[src/rtl/irqsched_pkg.sv]
// Shared privileged-unit definitions for the interrupt scheduler: cause codes,
// privilege encodings and scheduler FSM states.
package irqsched_pkg;

    localparam logic [3:0] CAUSE_MEI = 4'd11;
    localparam logic [3:0] CAUSE_SEI = 4'd9;
    localparam logic [3:0] CAUSE_MTI = 4'd7;
    localparam logic [3:0] CAUSE_STI = 4'd5;
    localparam logic [3:0] CAUSE_MSI = 4'd3;
    localparam logic [3:0] CAUSE_SSI = 4'd1;

    localparam logic [1:0] PRIV_U = 2'b00;
    localparam logic [1:0] PRIV_S = 2'b01;
    localparam logic [1:0] PRIV_M = 2'b11;

    // Only the six standard interrupt sources take part in scheduling.
    localparam logic [11:0] IRQ_MASK = 12'hAAA;

    typedef enum logic [1:0] {
        ST_IDLE  = 2'd0,
        ST_REQ   = 2'd1,
        ST_BLANK = 2'd2
    } irq_state_e;

endpackage

[src/rtl/irqsched_irqprio.sv]
// Fixed-priority encoder over an eligible-interrupt vector:
// MEI > MSI > MTI > SEI > SSI > STI.
module irqprio
    import irqsched_pkg::*;
(
    input  logic [11:0] elig_i,
    output logic        valid_o,
    output logic [3:0]  cause_o
);

    // Priority chain; the bit index of each source equals its cause code.
    always_comb begin
        valid_o = 1'b1;
        cause_o = 4'd0;
        if (elig_i[CAUSE_MEI]) begin
            cause_o = CAUSE_MEI;
        end else if (elig_i[CAUSE_MSI]) begin
            cause_o = CAUSE_MSI;
        end else if (elig_i[CAUSE_MTI]) begin
            cause_o = CAUSE_MTI;
        end else if (elig_i[CAUSE_SEI]) begin
            cause_o = CAUSE_SEI;
        end else if (elig_i[CAUSE_SSI]) begin
            cause_o = CAUSE_SSI;
        end else if (elig_i[CAUSE_STI]) begin
            cause_o = CAUSE_STI;
        end else begin
            valid_o = 1'b0;
            cause_o = 4'd0;
        end
    end

endmodule

[src/rtl/irqsched.sv]
// Interrupt scheduler: registers interrupt state, picks the highest-priority
// takeable interrupt and holds it as a trap request until acknowledged.
module irqsched
    import irqsched_pkg::*;
#(
    parameter bit S_SUPPORTED = 1'b1,
    parameter bit U_SUPPORTED = 1'b1
) (
    input  logic        clk,
    input  logic        reset,
    input  logic [11:0] MIP,
    input  logic [11:0] MIE,
    input  logic [11:0] MIDELEG,
    input  logic        STATUS_MIE,
    input  logic        STATUS_SIE,
    input  logic [1:0]  PrivilegeModeW,
    input  logic        IntAckM,
    output logic        IntReqM,
    output logic [3:0]  IntCauseM,
    output logic        IntDelegateM,
    output logic        WakeM
);

    logic [11:0] mip_q, mie_q, mideleg_q;
    logic        status_mie_q, status_sie_q;
    logic [1:0]  priv_q;

    irq_state_e  state_q, state_d;
    logic [3:0]  cause_q, cause_d;
    logic        deleg_q, deleg_d;
    logic        req_q, req_d;
    logic        wake_q, wake_d;

    logic [11:0] pend_s, deleg_mask_s, m_elig_s, s_elig_s;
    logic [1:0]  priv_s;
    logic        m_en_s, s_en_s;
    logic        m_valid_s, s_valid_s, win_valid_s, win_deleg_s;
    logic [3:0]  m_cause_s, s_cause_s, win_cause_s;

    // Input capture stage; eligibility is always judged on these copies.
    always_ff @(posedge clk or posedge reset) begin
        if (reset) begin
            mip_q        <= 12'd0;
            mie_q        <= 12'd0;
            mideleg_q    <= 12'd0;
            status_mie_q <= 1'b0;
            status_sie_q <= 1'b0;
            priv_q       <= PRIV_U;
        end else begin
            mip_q        <= MIP;
            mie_q        <= MIE;
            mideleg_q    <= MIDELEG;
            status_mie_q <= STATUS_MIE;
            status_sie_q <= STATUS_SIE;
            priv_q       <= PrivilegeModeW;
        end
    end

    // Split pending interrupts into M-level and S-level eligible sets.
    always_comb begin
        priv_s       = U_SUPPORTED ? priv_q : PRIV_M;
        pend_s       = mip_q & mie_q & IRQ_MASK;
        deleg_mask_s = S_SUPPORTED ? mideleg_q : 12'd0;
        m_en_s       = (priv_s != PRIV_M) || status_mie_q;
        s_en_s       = (priv_s == PRIV_U) || ((priv_s == PRIV_S) && status_sie_q);
        m_elig_s     = pend_s & ~deleg_mask_s & {12{m_en_s}};
        s_elig_s     = pend_s & deleg_mask_s & {12{s_en_s}};
    end

    irqprio u_prio_m (
        .elig_i  (m_elig_s),
        .valid_o (m_valid_s),
        .cause_o (m_cause_s)
    );

    irqprio u_prio_s (
        .elig_i  (s_elig_s),
        .valid_o (s_valid_s),
        .cause_o (s_cause_s)
    );

    // Any M-level winner beats every S-level one.
    always_comb begin
        if (m_valid_s) begin
            win_valid_s = 1'b1;
            win_cause_s = m_cause_s;
            win_deleg_s = 1'b0;
        end else if (s_valid_s) begin
            win_valid_s = 1'b1;
            win_cause_s = s_cause_s;
            win_deleg_s = 1'b1;
        end else begin
            win_valid_s = 1'b0;
            win_cause_s = 4'd0;
            win_deleg_s = 1'b0;
        end
    end

    // Request FSM; an ack always wins over input changes while in REQ.
    always_comb begin
        state_d = state_q;
        cause_d = cause_q;
        deleg_d = deleg_q;
        case (state_q)
            ST_IDLE: begin
                if (win_valid_s) begin
                    state_d = ST_REQ;
                    cause_d = win_cause_s;
                    deleg_d = win_deleg_s;
                end else begin
                    state_d = ST_IDLE;
                end
            end
            ST_REQ: begin
                if (IntAckM) begin
                    state_d = ST_BLANK;
                end else if (!win_valid_s) begin
                    state_d = ST_IDLE;
                end else if ((win_cause_s != cause_q) || (win_deleg_s != deleg_q)) begin
                    state_d = ST_REQ;
                    cause_d = win_cause_s;
                    deleg_d = win_deleg_s;
                end else begin
                    state_d = ST_REQ;
                end
            end
            ST_BLANK: begin
                state_d = ST_IDLE;
            end
            default: begin
                state_d = ST_IDLE;
            end
        endcase
        req_d  = (state_d == ST_REQ);
        wake_d = |(MIP & MIE & IRQ_MASK);
    end

    // FSM and output registers.
    always_ff @(posedge clk or posedge reset) begin
        if (reset) begin
            state_q <= ST_IDLE;
            cause_q <= 4'd0;
            deleg_q <= 1'b0;
            req_q   <= 1'b0;
            wake_q  <= 1'b0;
        end else begin
            state_q <= state_d;
            cause_q <= cause_d;
            deleg_q <= deleg_d;
            req_q   <= req_d;
            wake_q  <= wake_d;
        end
    end

    assign IntReqM      = req_q;
    assign IntCauseM    = cause_q;
    assign IntDelegateM = deleg_q;
    assign WakeM        = wake_q;

endmodule

[config.mk]
export PLATFORM = sky130hd
export DESIGN_NAME = irqsched
export DESIGN_NICKNAME = d
export VERILOG_FILES = /design/src/rtl/irqsched_pkg.sv /design/src/rtl/irqsched_irqprio.sv /design/src/rtl/irqsched.sv
export SDC_FILE = /design/constraint.sdc
export NUM_CORES = 1
export LEC_CHECK = 0
export BUFFER_PORTS_ARGS = -buffer_cell sky130_fd_sc_hd__buf_2
export CAP_MARGIN = 20
export CELL_PAD_IN_SITES_DETAIL_PLACEMENT = 0
export CELL_PAD_IN_SITES_GLOBAL_PLACEMENT = 1
export CORE_ASPECT_RATIO = 0.9
export CORE_MARGIN = 2
export CORE_UTILIZATION = 33
export CTS_CLUSTER_SIZE = 40
export DETAILED_ROUTE_END_ITERATION = 10
export PLACE_DENSITY_LB_ADDON = 0.05
export REMOVE_ABC_BUFFERS = 1
export SLEW_MARGIN = 20
export SYNTH_ARGS = -nofsm -noshare
export SYNTH_HDL_FRONTEND = slang
export SYNTH_HIERARCHICAL = 1
export SYNTH_SLANG_ARGS = --single-unit
[constraint.sdc]
create_clock -name clk -period 3.1 [get_ports clk]
set_input_delay 0.465 -clock clk [delete_from_list [all_inputs] [get_ports clk]]
set_output_delay 0.465 -clock clk [all_outputs]
set_load 0.01 [all_outputs]
==> results of run 1 <==
-- routing by layer --
| metal | up-vias | part of all wire (%) |
|---|---|---|
| met5 | - | 0 |
| met4 | 0 | 1.8 |
| met3 | 7 | 5.3 |
| met2 | 26 | 43 |
| met1 | 473 | 50 |
| li1 | 516 | - |
-- final cells by class --
| type | count | area (um^2) |
|---|---|---|
| Multi-Input combinational cell | 75 | 539 |
| Clock buffer | 7 | 96.3 |
| Inverter | 4 | 15.0 |
| Timing Repair Buffer | 49 | 294 |
| Sequential cell | 31 | 776 |
| Clock inverter | 1 | 7.51 |
| Tap cell | 46 | 57.6 |
| Fill cell | 362 | 2020 |
-- what timing repair did --
item / 4_1_cts / 5_1_grt
pin swaps: 0 / 4
resized for setup: 1 / 7
setup endpoints to repair: 1 / 1
setup buffers: 0 / 2
-- stage by stage --
step,hold WS (ns),cell area (um^2)
CTS,0.273,1740
finish,0.256,1790
floorplan,0.443,1300
detailed placement,0.469,1640
global placement,0.454,1640
global route,0.270,1790
-- power groups by stage --
stage                     sequential, mW  combinational, mW  clock, mW
after floorplan                    0.508              0.135          0
after global placement             0.497              0.239          0
after detailed placement           0.501              0.242          0
after CTS                          0.494              0.242      0.366
after global routing               0.503              0.280      0.386
final                              0.495              0.250      0.355
-- state kept, by name, indices dropped and copies added (netlist names) --
signal and flops:
IntCauseM 4, mip_q 6, IntReqM 1, status_mie_q 1, WakeM 1, IntDelegateM 1
state_q 2, mie_q 6, deleg_mask_s 6, priv_q 2, status_sie_q 1
-- worst max-delay path: stages, from the launching register on --
cell and delay (ns):
dfrtp_1 0.36, inv_1 0.06, a21oi_2 0.09, and4_4 0.21, or3_4 0.36, or4_4 0.42, nor2b_1 0.14, buf_4 0.16
a221oi_4 0.26, o221ai_2 0.13, o41ai_2 0.38, mux2_2 0.38
-- worst paths after layout --
check	end	slack, ns	cells after the start
worst max-delay path	IntDelegateM$_DFFE_PP0P_	0.04	11
worst min-delay path	IntCauseM[1]$_DFFE_PP0P_	0.26	2
worst max register to register	IntDelegateM$_DFFE_PP0P_	0.04	11
worst min register to register	state_q[1]$_DFF_PP0_	0.47	1
max in group asynchronous	state_q[1]$_DFF_PP0_	2.43	2
min in group clk	deleg_mask_s[1]$_DFF_PP0_	0.28	1
==> impl_metrics.ini, run 1 <==
[status]
outcome = finished clean

[detailed_routing]
routedWlPerCell_um = 12.7
drt_iter0_markers = 24
drtAntennaViolNets = 0
vias_per_cell = 4.80
drt_wl_total_mm = 2.71
dr.pass1.iters = 4
route.detailed.drc = 0
vias = 1022

[floorplanning]
num_rows = 21
core_um2 = 3810
num_io_pins = 50
chipHeight_um = 64.3
die_x_um = 71.0
start_util_pct = 35.0
dieArea_um2 = 4570

[pwr]
switching_share_pct = 28.9
p_comb_share_pct = 22.8
finalPower_mw = 1.10
intPower_mw = 0.782
irDropWorstVdd_v = 0.000297
p_seq_share_pct = 45.0
p_leak_nw = 0.846
p_clk_share_pct = 32.2
p_per_area_nw_per_um2 = 616
p_switching_mw = 0.318

[worst_setup_path]
crit_path_max_fanout = 7
start_kind = register
crit_arrival_ns = 3.23
path_class = reg -> reg
worstSetupStartpoint = status_sie_q$_DFF_PP0_
critPathCaptureType = register
timing.rr.start = status_sie_q$_DFF_PP0_
required_ns = 3.27

[global_routing]
grt_max_degree = 32
grt_overflow = 0
gr-usage-met2_pct = 20.6
top_usage_layer = met2
use_met3_pct = 4.89
grt_use_total_pct = 13.8
first_global_vias = 1032
antenna_found_initial = 0
use_met1_pct = 18.2
grt_pass1_wl_mm = 4.74

[clock_network]
cts_hold_buf = 0
cts_tree = done
cts_root_buffer = clkbuf_8
cts_made_buffers = 5
cts_buffer_depth = 2
h-tree-depth = 2
clk_latency_ns = 0.28
cts.sinks = 31
path_clk_slew_ns = 0.07

[hold_path]
hp-class = in -> async

[finish]
drive_gt1_share_pct = 43.7
most-common-layout-cells = 31 x dfrtp_1, 31 x buf_2, 17 x buf_4
fin_util_pct = 46.9
syn2layout_area_growth_pct = 33.9
final_cells = 213
nets = 209
n_antenna_cell = 0

[sta]
max_freq_mhz = 327
tns_ns = 0
finalSetupViolCount = 0
postLayoutSetupSlackWorst_ns = 0.0394
finalCritPeriodShare_pct = 98.7
hold_viol_final = 0
worst_slew_pin_slew_ns = 0.646
rsz0062_at_grt = yes
drv_slew = 0
clock_skew_ns = 0.00485
slew_headroom_pct = 56.7
fin_crit_ns = 3.06

[logic_synthesis]
ys_warn_count = 6
syn-cell-area_um2 = 1330
postSynthCellCount = 114
avgSynthCellArea_um2 = 11.7

[job]
drv_cap = 0

[place]
port_buffers = 31
dp_hpwl_mm = 2.12
dp_cells = 203
pre_cts_ws_ns = -0.0315
place.gp.congestion = 0.698
(Power assumes the default switching activity.)
==> inputs of run 2 (changes only) <==
Settings changed: CORE_MARGIN 2 to not set, PLACE_DENSITY_LB_ADDON 0.05 to 0.1.
==> run 2 against run 1 <==
Flip-flop and latch count unchanged. Non-clock buffer count down 3. Critical path type unchanged. Cell area grew 2.6%.
==> impl_metrics.ini, run 2 (synthesis results as in run 1) <==
[finish]
n_antenna_cell = 0
nets = 206
syn2layout_area_growth_pct = 37.3
most-common-layout-cells = 31 x dfrtp_1, 31 x buf_2, 13 x buf_4
drive_gt1_share_pct = 43.3
fin_util_pct = 48.4

[sta]
slew_headroom_pct = 55.5
hold_viol_final = 0
clock_skew_ns = 0.00425
rsz0062_at_grt = yes
max_freq_mhz = 333
finalCritPeriodShare_pct = 96.7
worst_slew_pin_slew_ns = 0.667
finalSetupViolCount = 0
fin_crit_ns = 3.00
drv_slew = 0

[floorplanning]
chipHeight_um = 62.3
num_rows = 21
die_x_um = 69.0
core_um2 = 3780
num_io_pins = 50
dieArea_um2 = 4300
start_util_pct = 35.3

[detailed_routing]
drtAntennaViolNets = 0
drt_iter0_markers = 19
route.detailed.drc = 0
dr.pass1.iters = 4
routedWlPerCell_um = 12.9
vias_per_cell = 4.95
vias = 1039
drt_wl_total_mm = 2.72

[clock_network]
cts_hold_buf = 0
cts_buffer_depth = 2
h-tree-depth = 2
clk_latency_ns = 0.28
cts_root_buffer = clkbuf_8
cts.sinks = 31
cts_made_buffers = 5
cts_tree = done
path_clk_slew_ns = 0.07

[global_routing]
grt_use_total_pct = 13.6
antenna_found_initial = 0
grt_max_degree = 18
first_global_vias = 1014
grt_pass1_wl_mm = 4.61
grt_overflow = 0

[place]
port_buffers = 31
place.gp.congestion = 0.751
dp_hpwl_mm = 2.09

[worst_setup_path]
timing.rr.start = priv_q[1]$_DFF_PP0_
reg2reg_slack_ns = 0.10
critPathCaptureType = register
path_class = reg -> reg
required_ns = 3.26
crit_arrival_ns = 3.16
start_kind = register
r2r_cells = 10
rr_endpoint = IntDelegateM$_DFFE_PP0P_
crit_path_max_fanout = 10

[status]
outcome = finished clean

[pwr]
finalPower_mw = 1.22
irDropWorstVdd_v = 0.000294
p_leak_nw = 0.856
p_per_area_nw_per_um2 = 665

[hold_path]
hp-class = in -> async

[job]
drv_cap = 0
-- run 2: worst max path at each step --
stage	slack [ns]	cells past startpoint	end	startpoint
after floorplan	-0.26	10	IntDelegateM$_DFFE_PP0P_	priv_q[1]$_DFF_PP0_
after global placement	0.01	11	IntDelegateM$_DFFE_PP0P_	status_sie_q$_DFF_PP0_
after detailed placement	-0.001	10	IntDelegateM$_DFFE_PP0P_	priv_q[1]$_DFF_PP0_
after CTS	0.03	11	IntDelegateM$_DFFE_PP0P_	status_sie_q$_DFF_PP0_
after global routing	-0.02	10	IntDelegateM$_DFFE_PP0P_	priv_q[1]$_DFF_PP0_
final	0.10	10	IntDelegateM$_DFFE_PP0P_	priv_q[1]$_DFF_PP0_
-- run 2: report_power, final --
part | total, mW | switching (mW) | internal [mW]
clock network | 0.470 | 0.148 | 0.321
logic | 0.253 | 0.124 | 0.129
registers | 0.496 | 0.0433 | 0.452
-- run 2: through the flow --
step / worst slack, ns / TNS (ns) / std cells / cell area (um^2) / hold slack [ns]
floorplan: -0.259 / -0.259 / 110 / 1300 / 0.443
global placement: 0.0118 / 0 / 198 / 1600 / 0.453
detailed placement: -0.00109 / -0.00109 / 199 / 1630 / 0.468
CTS: 0.0334 / 0 / 207 / 1760 / 0.283
global route: -0.0212 / -0.0212 / 210 / 1830 / 0.270
finish: 0.101 / 0 / 210 / 1830 / 0.277
-- run 2: metal layers --
| layer | GRT usage, % | part of all wire [%] | vias up |
|---|---|---|---|
| li1 | - | - | 515 |
| met1 | 18.5 | 47 | 497 |
| met5 | 0 | 0 | - |
| met4 | 5.36 | 0.74 | 0 |
| met3 | 4.87 | 4.7 | 2 |
| met2 | 19.9 | 48 | 25 |
-- run 2: worst max-delay path, cell delays in order, from the launching register on --
cell	delay, ns
dfrtp_1	0.41
nand2_2	0.09
nor2_4	0.15
nor3_1	0.10
or3_4	0.38
or4_4	0.45
buf_6	0.16
a221oi_4	0.26
o221ai_2	0.14
o41ai_2	0.37
mux2_1	0.36
-- run 2: timing repair --
item,in CTS,in global routing
gates cloned,0,0
resized for setup,1,12
buffers inserted,0,3
setup endpoints to repair,1,1
pin swaps,2,7
-- run 2: layout make-up --
type	instances	area (um^2)
flip-flops and latches	31	776
clock inverters	2	60.1
clock buffers	6	72.6
fillers	375	1950
well taps	46	57.6
repair buffers	46	292
multi-input cells	75	559
inverters	4	15.0
==> inputs of run 3 (changes only) <==
--- a/config.mk
+++ b/config.mk
@@ -9,4 +9,2 @@
 export CAP_MARGIN = 20
-export CELL_PAD_IN_SITES_DETAIL_PLACEMENT = 0
-export CELL_PAD_IN_SITES_GLOBAL_PLACEMENT = 1
 export CORE_ASPECT_RATIO = 0.9
@@ -15,3 +13,2 @@
 export DETAILED_ROUTE_END_ITERATION = 10
-export PLACE_DENSITY_LB_ADDON = 0.1
 export REMOVE_ABC_BUFFERS = 1
--- a/constraint.sdc
+++ b/constraint.sdc
@@ -3,2 +3,2 @@
 set_output_delay 0.465 -clock clk [all_outputs]
-set_load 0.01 [all_outputs]
+set_load 0.005 [all_outputs]
==> run 3 against run 2 <==
Die area unchanged. First-iteration DRC count up 47%. Via count down 1.4%. Sequential power about the same. Core utilization down 2.1 points. Largest cell class unchanged. Largest power group unchanged. Highest routed layer unchanged.
==> impl_metrics.ini, run 3 (synthesis results as in run 1) <==
[detailed_routing]
wl_met2_mm = 1.46
vias_per_cell = 4.95
met1_length_mm = 1.22
wl_met3_um = 129
vias = 1024
drt_iter0_markers = 28
route.detailed.drc = 0
drt_wl_total_mm = 2.84
drtAntennaViolNets = 0
top_layer = met4
dr.pass1.iters = 4
routedWlPerCell_um = 13.7

[global_routing]
grt_max_degree = 32
grt_pass1_wl_mm = 4.97
first_global_vias = 1100
antenna_found_initial = 0
grt_overflow = 0
grt_use_total_pct = 14.8

[pwr]
p_clk_share_pct = 29.2
irDropWorstVdd_v = 0.000265
switching_share_pct = 29.9
p_leak_nw = 0.812
finalPower_mw = 1.05
p_switching_mw = 0.313
p_per_area_nw_per_um2 = 599
p_comb_share_pct = 23.4
p_seq_share_pct = 47.4
intPower_mw = 0.735

[floorplanning]
dieArea_um2 = 4300
chipHeight_um = 62.3
num_io_pins = 50
num_rows = 21
start_util_pct = 35.3
die_x_um = 69.0
core_um2 = 3780

[status]
outcome = finished clean

[worst_setup_path]
crit_arrival_ns = 3.22
critPathCaptureType = register
required_ns = 3.26
start_kind = register
crit_path_max_fanout = 5
path_class = reg -> reg

[sta]
max_freq_mhz = 327
postLayoutSetupSlackWorst_ns = 0.0399
finalSetupViolCount = 0
fin_crit_ns = 3.06
tns_ns = 0
worst_slew_pin_slew_ns = 0.625
clock_skew_ns = 0.00870
finalCritPeriodShare_pct = 98.7
slew_headroom_pct = 58.3
rsz0062_at_grt = yes
hold_viol_final = 0
drv_slew = 0
hold_ws_ns = 0.254

[finish]
most-common-layout-cells = 31 x dfrtp_1, 31 x buf_2, 11 x nor2_1, 11 x buf_4, 9 x nand2_1
drive_gt1_share_pct = 41.6
nets = 203
syn2layout_area_growth_pct = 31.2
n_antenna_cell = 0

[place]
port_buffers = 31
place.gp.congestion = 0.823
dp_hpwl_mm = 2.07
pre_cts_ws_ns = -0.0872

[clock_network]
cts_setup_buffers = 0
clk_latency_ns = 0.28
cts_tree = done
cts_made_buffers = 5
cts_hold_buf = 0
cts_buffer_depth = 2
path_clk_slew_ns = 0.07
cts_root_buffer = clkbuf_8
h-tree-depth = 2
cts.sinks = 31

[hold_path]
hp-class = in -> async

[job]
drv_cap = 0
run 3: what timing repair did:
action,CTS,global route
gates resized for setup,8,6
pin swaps,4,4
endpoints found under the setup margin,1,1
run 3: power by group through the flow:
stage | logic, mW | registers, mW | clock network (mW)
2_1_floorplan | 0.135 | 0.497 | 0
3_3_place_gp | 0.217 | 0.498 | 0
3_5_place_dp | 0.228 | 0.501 | 0
4_1_cts | 0.242 | 0.496 | 0.316
5_1_grt | 0.274 | 0.503 | 0.338
6_report | 0.245 | 0.497 | 0.306
run 3: final cells by class:
class / count / area, um^2
fill: 365 / 2030
sequential: 31 / 776
multi-input combinational: 75 / 559
timing repair buffer: 43 / 258
clock buffer: 6 / 72.6
tap: 46 / 57.6
inverter: 4 / 15.0
clock inverter: 2 / 12.5
run 3: critical path, stage by stage (launching register included):
cell	delay [ns]
dfrtp_1	0.37
inv_2	0.07
a21oi_4	0.07
and4_1	0.22
or3_4	0.37
or4_4	0.43
nor2b_4	0.15
buf_4	0.15
a221oi_4	0.27
o221ai_2	0.13
o41ai_2	0.36
mux2_1	0.36
run 3: routing by layer:
metal  up-vias  global-route usage (%)
li1        507                       -
met5         -                       0
met4         0                    6.12
met3         4                    4.38
met2        27                    24.5
met1       486                    18.1
run 3: stage by stage:
stage,instance area [um^2],instances,utilization [%]
2_1_floorplan,1300,110,-
3_3_place_gp,1610,199,42.4
3_5_place_dp,1610,199,42.4
4_1_cts,1730,207,45.7
5_1_grt,1750,207,46.3
6_report,1750,207,46.3
run 3: worst paths after layout:
path	cells past startpoint	endpoint	startpoint	slack [ns]
setup / recovery	11	IntDelegateM$_DFFE_PP0P_	status_sie_q$_DFF_PP0_	0.04
hold / removal	2	IntDelegateM$_DFFE_PP0P_	reset	0.25
setup reg to reg	11	IntDelegateM$_DFFE_PP0P_	status_sie_q$_DFF_PP0_	0.04
hold reg to reg	1	state_q[1]$_DFF_PP0_	state_q[1]$_DFF_PP0_	0.48
max in group asynchronous	2	deleg_mask_s[9]$_DFF_PP0_	reset	2.43
min in group clk	1	deleg_mask_s[5]$_DFF_PP0_	MIDELEG[5]	0.28
